## src/rtl/wb_port_arbiter.sv

```systemverilog
// Register-file write-port arbiter: the pipeline writeback has priority, and
// long-latency aux results wait in a 2-entry FIFO with a starvation override.
module wb_port_arbiter #(
  parameter int STARVE_LIMIT = 4,
  parameter int ZERO_REG     = 31
) (
  input  logic        clk,
  input  logic        rst,
  input  logic        pipe_we,
  input  logic [4:0]  pipe_reg,
  input  logic [63:0] pipe_data,
  input  logic        aux_valid,
  input  logic [4:0]  aux_reg,
  input  logic [63:0] aux_data,
  output logic        aux_ready,
  output logic        stall_pipe,
  output logic        rf_we,
  output logic [4:0]  rf_waddr,
  output logic [63:0] rf_wdata
);

  localparam int CNT_W = (STARVE_LIMIT < 1) ? 1 : $clog2(STARVE_LIMIT + 1);
  localparam logic [CNT_W-1:0] LIMIT = CNT_W'(STARVE_LIMIT);
  localparam logic [4:0]       ZREG  = 5'(ZERO_REG);

  typedef enum logic {ST_PIPE, ST_FORCE} state_t;

  state_t           state_q, state_d;
  logic [1:0]       count_q, count_d;
  logic             rd_ptr_q, rd_ptr_d;
  logic             wr_ptr_q, wr_ptr_d;
  logic [4:0]       fifo_reg_q [2];
  logic [4:0]       fifo_reg_d [2];
  logic [63:0]      fifo_data_q [2];
  logic [63:0]      fifo_data_d [2];
  logic [CNT_W-1:0] starve_q, starve_d;
  logic [CNT_W-1:0] starve_inc;
  logic             rf_we_q, rf_we_d;
  logic [4:0]       rf_waddr_q, rf_waddr_d;
  logic [63:0]      rf_wdata_q, rf_wdata_d;

  logic        pipe_req;
  logic        fifo_ne;
  logic        push;
  logic        pop;
  logic        take_pipe;
  logic [4:0]  head_reg;
  logic [63:0] head_data;

  // aux_ready comes from the registered count only, so a full FIFO never
  // accepts in the same cycle it pops.
  assign aux_ready  = (count_q < 2'd2);
  assign stall_pipe = (state_q == ST_FORCE);
  assign rf_we      = rf_we_q;
  assign rf_waddr   = rf_waddr_q;
  assign rf_wdata   = rf_wdata_q;

  assign pipe_req   = pipe_we && (pipe_reg != ZREG);
  assign fifo_ne    = (count_q != 2'd0);
  assign push       = aux_valid && aux_ready;
  assign head_reg   = fifo_reg_q[rd_ptr_q];
  assign head_data  = fifo_data_q[rd_ptr_q];
  assign starve_inc = (starve_q == LIMIT) ? starve_q : starve_q + CNT_W'(1);

  always_ff @(posedge clk) begin
    if (rst) begin
      state_q <= ST_PIPE;
    end else begin
      state_q <= state_d;
    end
  end

  always_comb begin
    state_d = state_q;
    case (state_q)
      ST_PIPE:  if (pipe_req && fifo_ne && (starve_inc == LIMIT)) state_d = ST_FORCE;
      ST_FORCE: state_d = ST_PIPE;
      default:  state_d = ST_PIPE;
    endcase
  end

  always_comb begin
    take_pipe = 1'b0;
    pop       = 1'b0;
    starve_d  = '0;
    case (state_q)
      ST_PIPE: begin
        if (pipe_req) begin
          take_pipe = 1'b1;
          starve_d  = fifo_ne ? starve_inc : '0;
        end else begin
          pop = fifo_ne;
        end
      end
      ST_FORCE: pop = fifo_ne;
      default: ;
    endcase

    // A granted zero-register entry still consumes its slot but writes nothing.
    rf_we_d    = take_pipe || (pop && (head_reg != ZREG));
    rf_waddr_d = rf_waddr_q;
    rf_wdata_d = rf_wdata_q;
    if (take_pipe) begin
      rf_waddr_d = pipe_reg;
      rf_wdata_d = pipe_data;
    end else if (rf_we_d) begin
      rf_waddr_d = head_reg;
      rf_wdata_d = head_data;
    end

    count_d  = count_q + {1'b0, push} - {1'b0, pop};
    rd_ptr_d = rd_ptr_q ^ pop;
    wr_ptr_d = wr_ptr_q ^ push;
    fifo_reg_d  = fifo_reg_q;
    fifo_data_d = fifo_data_q;
    if (push) begin
      fifo_reg_d[wr_ptr_q]  = aux_reg;
      fifo_data_d[wr_ptr_q] = aux_data;
    end
  end

  always_ff @(posedge clk) begin
    if (rst) begin
      count_q    <= 2'd0;
      rd_ptr_q   <= 1'b0;
      wr_ptr_q   <= 1'b0;
      starve_q   <= '0;
      rf_we_q    <= 1'b0;
      rf_waddr_q <= 5'd0;
      rf_wdata_q <= 64'd0;
    end else begin
      count_q    <= count_d;
      rd_ptr_q   <= rd_ptr_d;
      wr_ptr_q   <= wr_ptr_d;
      starve_q   <= starve_d;
      rf_we_q    <= rf_we_d;
      rf_waddr_q <= rf_waddr_d;
      rf_wdata_q <= rf_wdata_d;
    end
  end

  // FIFO payload needs no reset: count and pointers decide what is live.
  always_ff @(posedge clk) begin
    fifo_reg_q  <= fifo_reg_d;
    fifo_data_q <= fifo_data_d;
  end

endmodule

```

## config.mk

```make
export PLATFORM = sky130hd
export DESIGN_NAME = wb_port_arbiter
export DESIGN_NICKNAME = d
export VERILOG_FILES = /design/src/rtl/wb_port_arbiter.sv
export SDC_FILE = /design/constraint.sdc
export NUM_CORES = 1
export LEC_CHECK = 0
export ABC_AREA = 1
export CAP_MARGIN = 15
export CORE_AREA = 2 2 256 132
export DETAILED_ROUTE_END_ITERATION = 8
export DIE_AREA = 0 0 258 134
export GPL_TIMING_DRIVEN = 0
export PLACE_DENSITY = 0.59
export SYNTH_ARGS = -nofsm -noshare
export SYNTH_HDL_FRONTEND = slang
export SYNTH_SLANG_ARGS = --single-unit
```

## constraint.sdc

```tcl
create_clock -name clk -period 8.2 [get_ports clk]
set_input_delay 1.64 -clock clk [delete_from_list [all_inputs] [get_ports clk]]
set_output_delay 1.64 -clock clk [all_outputs]
set_load 0.05 [all_outputs]
```

* After elaboration in Yosys (flattened, before gate mapping)
Cells that the tools add are included.
** Word-level totals
- Input bits :: 142
- Bits in latches :: 0
- Register bits after elaboration :: 216
- Memory bits (read-only) :: 0
- RAM bits :: 0
- Output and inout bits :: 72
- Memories kept :: 0
** Operators by class
- $lt $le $gt $ge :: 4
- Equal/unequal tests :: 4
- Shifts and indexed selects :: 0
- Reduce and logical (&&, ||, !) cells :: 10
- Div/mod/pow operators :: 0
- Bitwise logic cells :: 7
- $mul :: 0
- Multiplexer cells :: 23
- $add $sub $neg :: 3
** Operators with widths (count)
- two-way mux 64 bit :: 6
- bitwise mux 128 bit :: 1
- demux 64 bit (select 1 bit) :: 1
- two-way mux 5 bit :: 6
- bitwise mux 10 bit :: 1
- != test 5 bit, second input constant :: 2
- equality test 3 bit, second input constant :: 2
- logical AND 1 bit :: 6
- demux 5 bit (select 1 bit) :: 1
- >= comparator 2 bit, second input constant :: 2
- two-way mux 1 bit :: 4
- inverter 1 -> 2 bit :: 2
- one-hot mux 1 bit (2 select lines) :: 2
- nonzero test 2 bit :: 2
- OR reduction 4 bit :: 1
- adder 3 x 1 -> 3 bit, second input constant :: 1
- two-way mux 3 bit :: 1
- inverter 1 bit :: 3
- adder 2 x 1 -> 2 bit :: 1
- < comparator 2 x 1 -> 1 bit, second input constant :: 1
- < comparator 2 bit, second input constant :: 1
- subtractor 2 x 1 -> 2 bit :: 1
- bitwise XOR 1 bit :: 2
- logical OR 1 bit :: 1

* Depth between registers and ports, before layout
- Depth in word-level cells :: 9
- Depth in mapped cells :: 12
- Gate-level depth less buffers :: 11

* Worst setup path after synthesis
No wires, ideal clock.
- Path type :: input to register
- From :: input aux_valid
- To :: register fifo_data_q[0] (netlist name) (enable)
- Setup slack :: 4.302 ns
- Stages on the path :: 3
- Path buffers :: 0
- Required time :: 7.765 ns
- Arrival :: 3.463 ns
- Cell sequence :: nand2_1 -> inv_1 -> ha_1
** Between the ends
- Word-level cells in the longest chain between the ends :: 1
** Ends and longest elaborated chain
- start: declaration :: line 12 : input logic aux_valid,
- logical AND 1 bit :: line 60 : assign push = aux_valid && aux_ready;
- end signal: assignment :: line 145 : fifo_data_q <= fifo_data_d;
- end: declaration :: line 34 : logic [63:0] fifo_data_q [2];
No other way between the ends.
A chain may end at the register's enable or synchronous reset.

* Final worst setup path
- From :: input pipe_we
- To :: register rf_wdata_q[24], in the netlist rf_wdata[24]
** Between the ends
- Word-level cells in the longest chain between the ends :: 6
** Ends and longest elaborated chain
- start: declaration :: line 9 : input logic pipe_we,
- logical AND 1 bit (*) :: line 58 : assign pipe_req = pipe_we && (pipe_reg != ZREG);
- two-way mux 1 bit :: line 88 : if (pipe_req) begin
- one-hot mux 1 bit (2 select lines) :: line 86 : case (state_q)
- logical AND 1 bit :: line 100 : rf_we_d = take_pipe || (pop && (head_reg != ZREG));
- logical OR 1 bit :: line 100
- nonzero test 2 bit (no line)
- end signal: assignment :: line 138 : rf_wdata_q <= rf_wdata_d;
- end: declaration :: line 40 : logic [63:0] rf_wdata_q, rf_wdata_d;
Mark *: on every way between the ends. The rest lies on a longest branch, timed or not.

==> results.md <==
* Seq cells post-synth at 216
* CTS sink count at around 220
* Ports at 214
* Inserted Diodes at 0
* Largest net degree at the start of global routing at 36
* Final Cycle Share at 43.1%
* Required @ worst endpoint at 8630 ps
* Final WL at 29,300 µm
* DP Wirelength at between 20,000 and 25,000 µm
* DR iter-0 viols at 463
* Worst-skew pair later-pin latency at 510 ps
* Worst path arrival time at 3970 ps
* Vias per cell at about 4.4
* Core area at 32,400 µm²
* Yosys warning count at 0
* Clock buffer depth at 3
* First-pass GRT wire length at 44,300 µm
* Combinational family with the most area after synthesis: simple AND/OR/NAND/NOR gates
* RSZ-0062 raised after global routing: false
* Post-synthesis compound-gate area fraction at 4.24%
* Row count at 47
* Flop2flop setup slack at 5980 ps
* Post-synthesis mux area share at 0%
* Final core utilization at 39.9%
* Fin crit period at 3540 ps
* Die area at 34,600 µm²
* CTS buffer count at 21
* Hold depth at 2
* Synthesized area at 9530 µm²
* Routed vias at 7,963
* Power Dens Cells at about 310 nW/µm²
* Drt pass-1 iters at 5
* IO buf count at 213
* Hold Crit Endpoint: rf_wdata[21]
* Status: complete, no violations
* Startpoint types: input port
* Initial Util at 29.4%
* Max-slew violations at 0
* Routed len/inst at between 15 and 20 µm
* Hold Buf Count CTS at 0
* Worst slew pin tran at 636 ps
* CTS resizes at 0
* Number of H-tree levels at 1
* Final setup fails at 0
* DRT antenna net count at 0
* TritonCTS clock tree: built
* Leak at around 5.7 nW
* Slew margin rel. at 57.6%
* Worst Min Path Start: rf_wdata[21]
* Xor and xnor area share after synthesis at 0.276%
* GP Congestion at about 0.79
* Critical Path Sink Type: flip-flop
* Die H at between 100 and 150 µm
* Reg2Reg Depth at 7
* Synth top area share at 43.5%
* Hold Crit Class: flip-flop to flip-flop
* Max IR drop VDD at between 0.00015 and 0.0002 V
* Vias in the first global route at 7,545
* Crit Path Max Fanout at 10
* Leading post-synthesis cells by cell area: edfxtp_1 43%, nand2_1 17%, dfxtp_1 16%
* Mean Syn Cell Area at 8.64 µm²
* CTS root buffer: clkbuf_16
* Post-CTS Setup Inserts at 0
* Maximum achievable frequency at 0.283 GHz
* FF-to-FF End: rf_wdata[24]
* Yosys cell types at 20
* Syn Nets at between 1,000 and 1,500
* DIE WIDTH at between 200 and 300 µm
* Post-Synth Simple-Gate Area at 27.3%
* Share of cells above drive strength 1 at 6.72%
* GRT Resource Usage Total at between 15 and 20%
* Yosys top cell by area: edfxtp_1
* GRT overflow at 0
* Nets at 1,489
* Cells after Synth at 1,103
* CP Class: input port to flip-flop
* Setup_tns at 0 ps
* Post-synthesis sequential area ratio at 59.9%
* Maxcap violations at 0
* Final Hold Vio Count at 0
* Worst-path clk slew at 60 ps
* Area grow syn2layout at 35.7%
* Skew final at between 15 and 20 ps
* # DRC at 0
* Antenna violations before repair at 0
* RR Startpoint: stall_pipe
* Adder-cell area share of the yosys netlist at 0.788%
==> worst max-delay path, stage by stage <==
cell             delay, ps
clkdlybuf4s50_1        480
inv_1                   80
nor2_4                 330
o21ai_2                300
nand2_1                230
buf_2                  370
buf_2                  300
a21oi_1                100
nor2_1                 110
==> cells by family (layout without fill, tap and decap cells) <==
kind of cell | Yosys count | count (layout)
AOI/OAI and AO/OA | 79 | 79
adders and majority gates | 6 | 6
DFF | 216 | 216
xor gates and xnor gates | 3 | 3
and+or+nand+nor | 644 | 644
buffers and inverters | 155 | 407
==> layer usage <==
metal / vias to the layer above / part of all wire (%) / global-route usage [%]
li1: 4035 / - / -
met3: 31 / 4.9 / 3.17
met4: 0 / 1.9 / 3.44
met5: - / 0 / 0
met2: 210 / 44 / 25.9
met1: 3687 / 49 / 24.5
==> worst max path at each step <==
stage	start	end	slack (ps)	cells after the start
2_1_floorplan	aux_valid	fifo_data_q[0]	4300	3
3_3_place_gp	aux_valid	fifo_data_q[121]	2540	4
3_5_place_dp	pipe_reg[0]	rf_wdata[29]	4070	8
4_1_cts	pipe_reg[4]	rf_wdata[29]	4600	8
5_1_grt	pipe_we	count_q[1]	4440	12
6_report	pipe_we	rf_wdata[24]	4660	9
==> cell usage in the layout (no fill, tap or decap) <==
master,count
a21oi_1,73
buf_6,10
inv_2,2
clkdlybuf4s50_1,213
o21bai_1,1
clkinv_1,2
buf_12,2
ha_1,4
o211ai_1,1
buf_2,37
clkbuf_16,22
edfxtp_1,138
xor2_1,3
nand2_1,421
clkinvlp_4,1
clkbuf_8,4
nand3_1,137
nor2_4,1
clkinv_2,4
nor3_1,2
buf_4,5
nor2_1,83
ha_4,2
o21ai_2,1
inv_1,80
o21ai_0,3
dfxtp_1,78
clkbuf_1,25
==> layout make-up <==
class                           count  area (µm²)
Inverter                           82         308
Buffer                             73         414
Clock buffer                       30         621
Multi-Input combinational cell    732        3130
Sequential cell                   216        5710
Clock inverter                      7        35.0
Timing Repair Buffer              215        2170
Fill cell                        3278       19500
Tap cell                          441         552
==> stage by stage <==
step	power (mW)	hold slack, ps	setup slack [ps]	cells	cell area (µm²)
after detailed placement	3.06	467	4070	1759	12300
final	3.96	480	4660	1796	12900
after global placement	3.05	466	2540	1757	12200
after CTS	4.01	483	4600	1796	12900
after global routing	4.20	503	4440	1796	12900
after floorplan	2.51	444	4300	1103	9530
==> where the power goes <==
part	internal (mW)	switching, mW	leakage, nW
Sequential	1.41	0.0912	1.93
Clock	0.526	0.410	0.324
Combinational	0.516	1.01	3.40
==> sequential cells by signal, summed over array words and instances, names as in the netlist <==
register and flops:
rf_we 1, count_q 2, rd_ptr_q 1, fifo_reg_q 10
rf_wdata 64, rf_waddr 5, stall_pipe 1, starve_q 3
fifo_data_q 128, wr_ptr_q 1
==> Yosys cell counts <==
cell type  number
xor2_1          3
o21bai_1        1
a21oi_1        73
buf_2          37
buf_6          10
o21ai_0         3
clkbuf_1       21
buf_4           5
o21ai_2         1
nor3_1          2
inv_1          80
nand2_1       421
edfxtp_1      138
o211ai_1        1
ha_1            6
dfxtp_1        78
nor2_4          1
nand3_1       137
nor2_1         83
inv_2           2
Note: power is estimated with default switching activity, not from simulation.
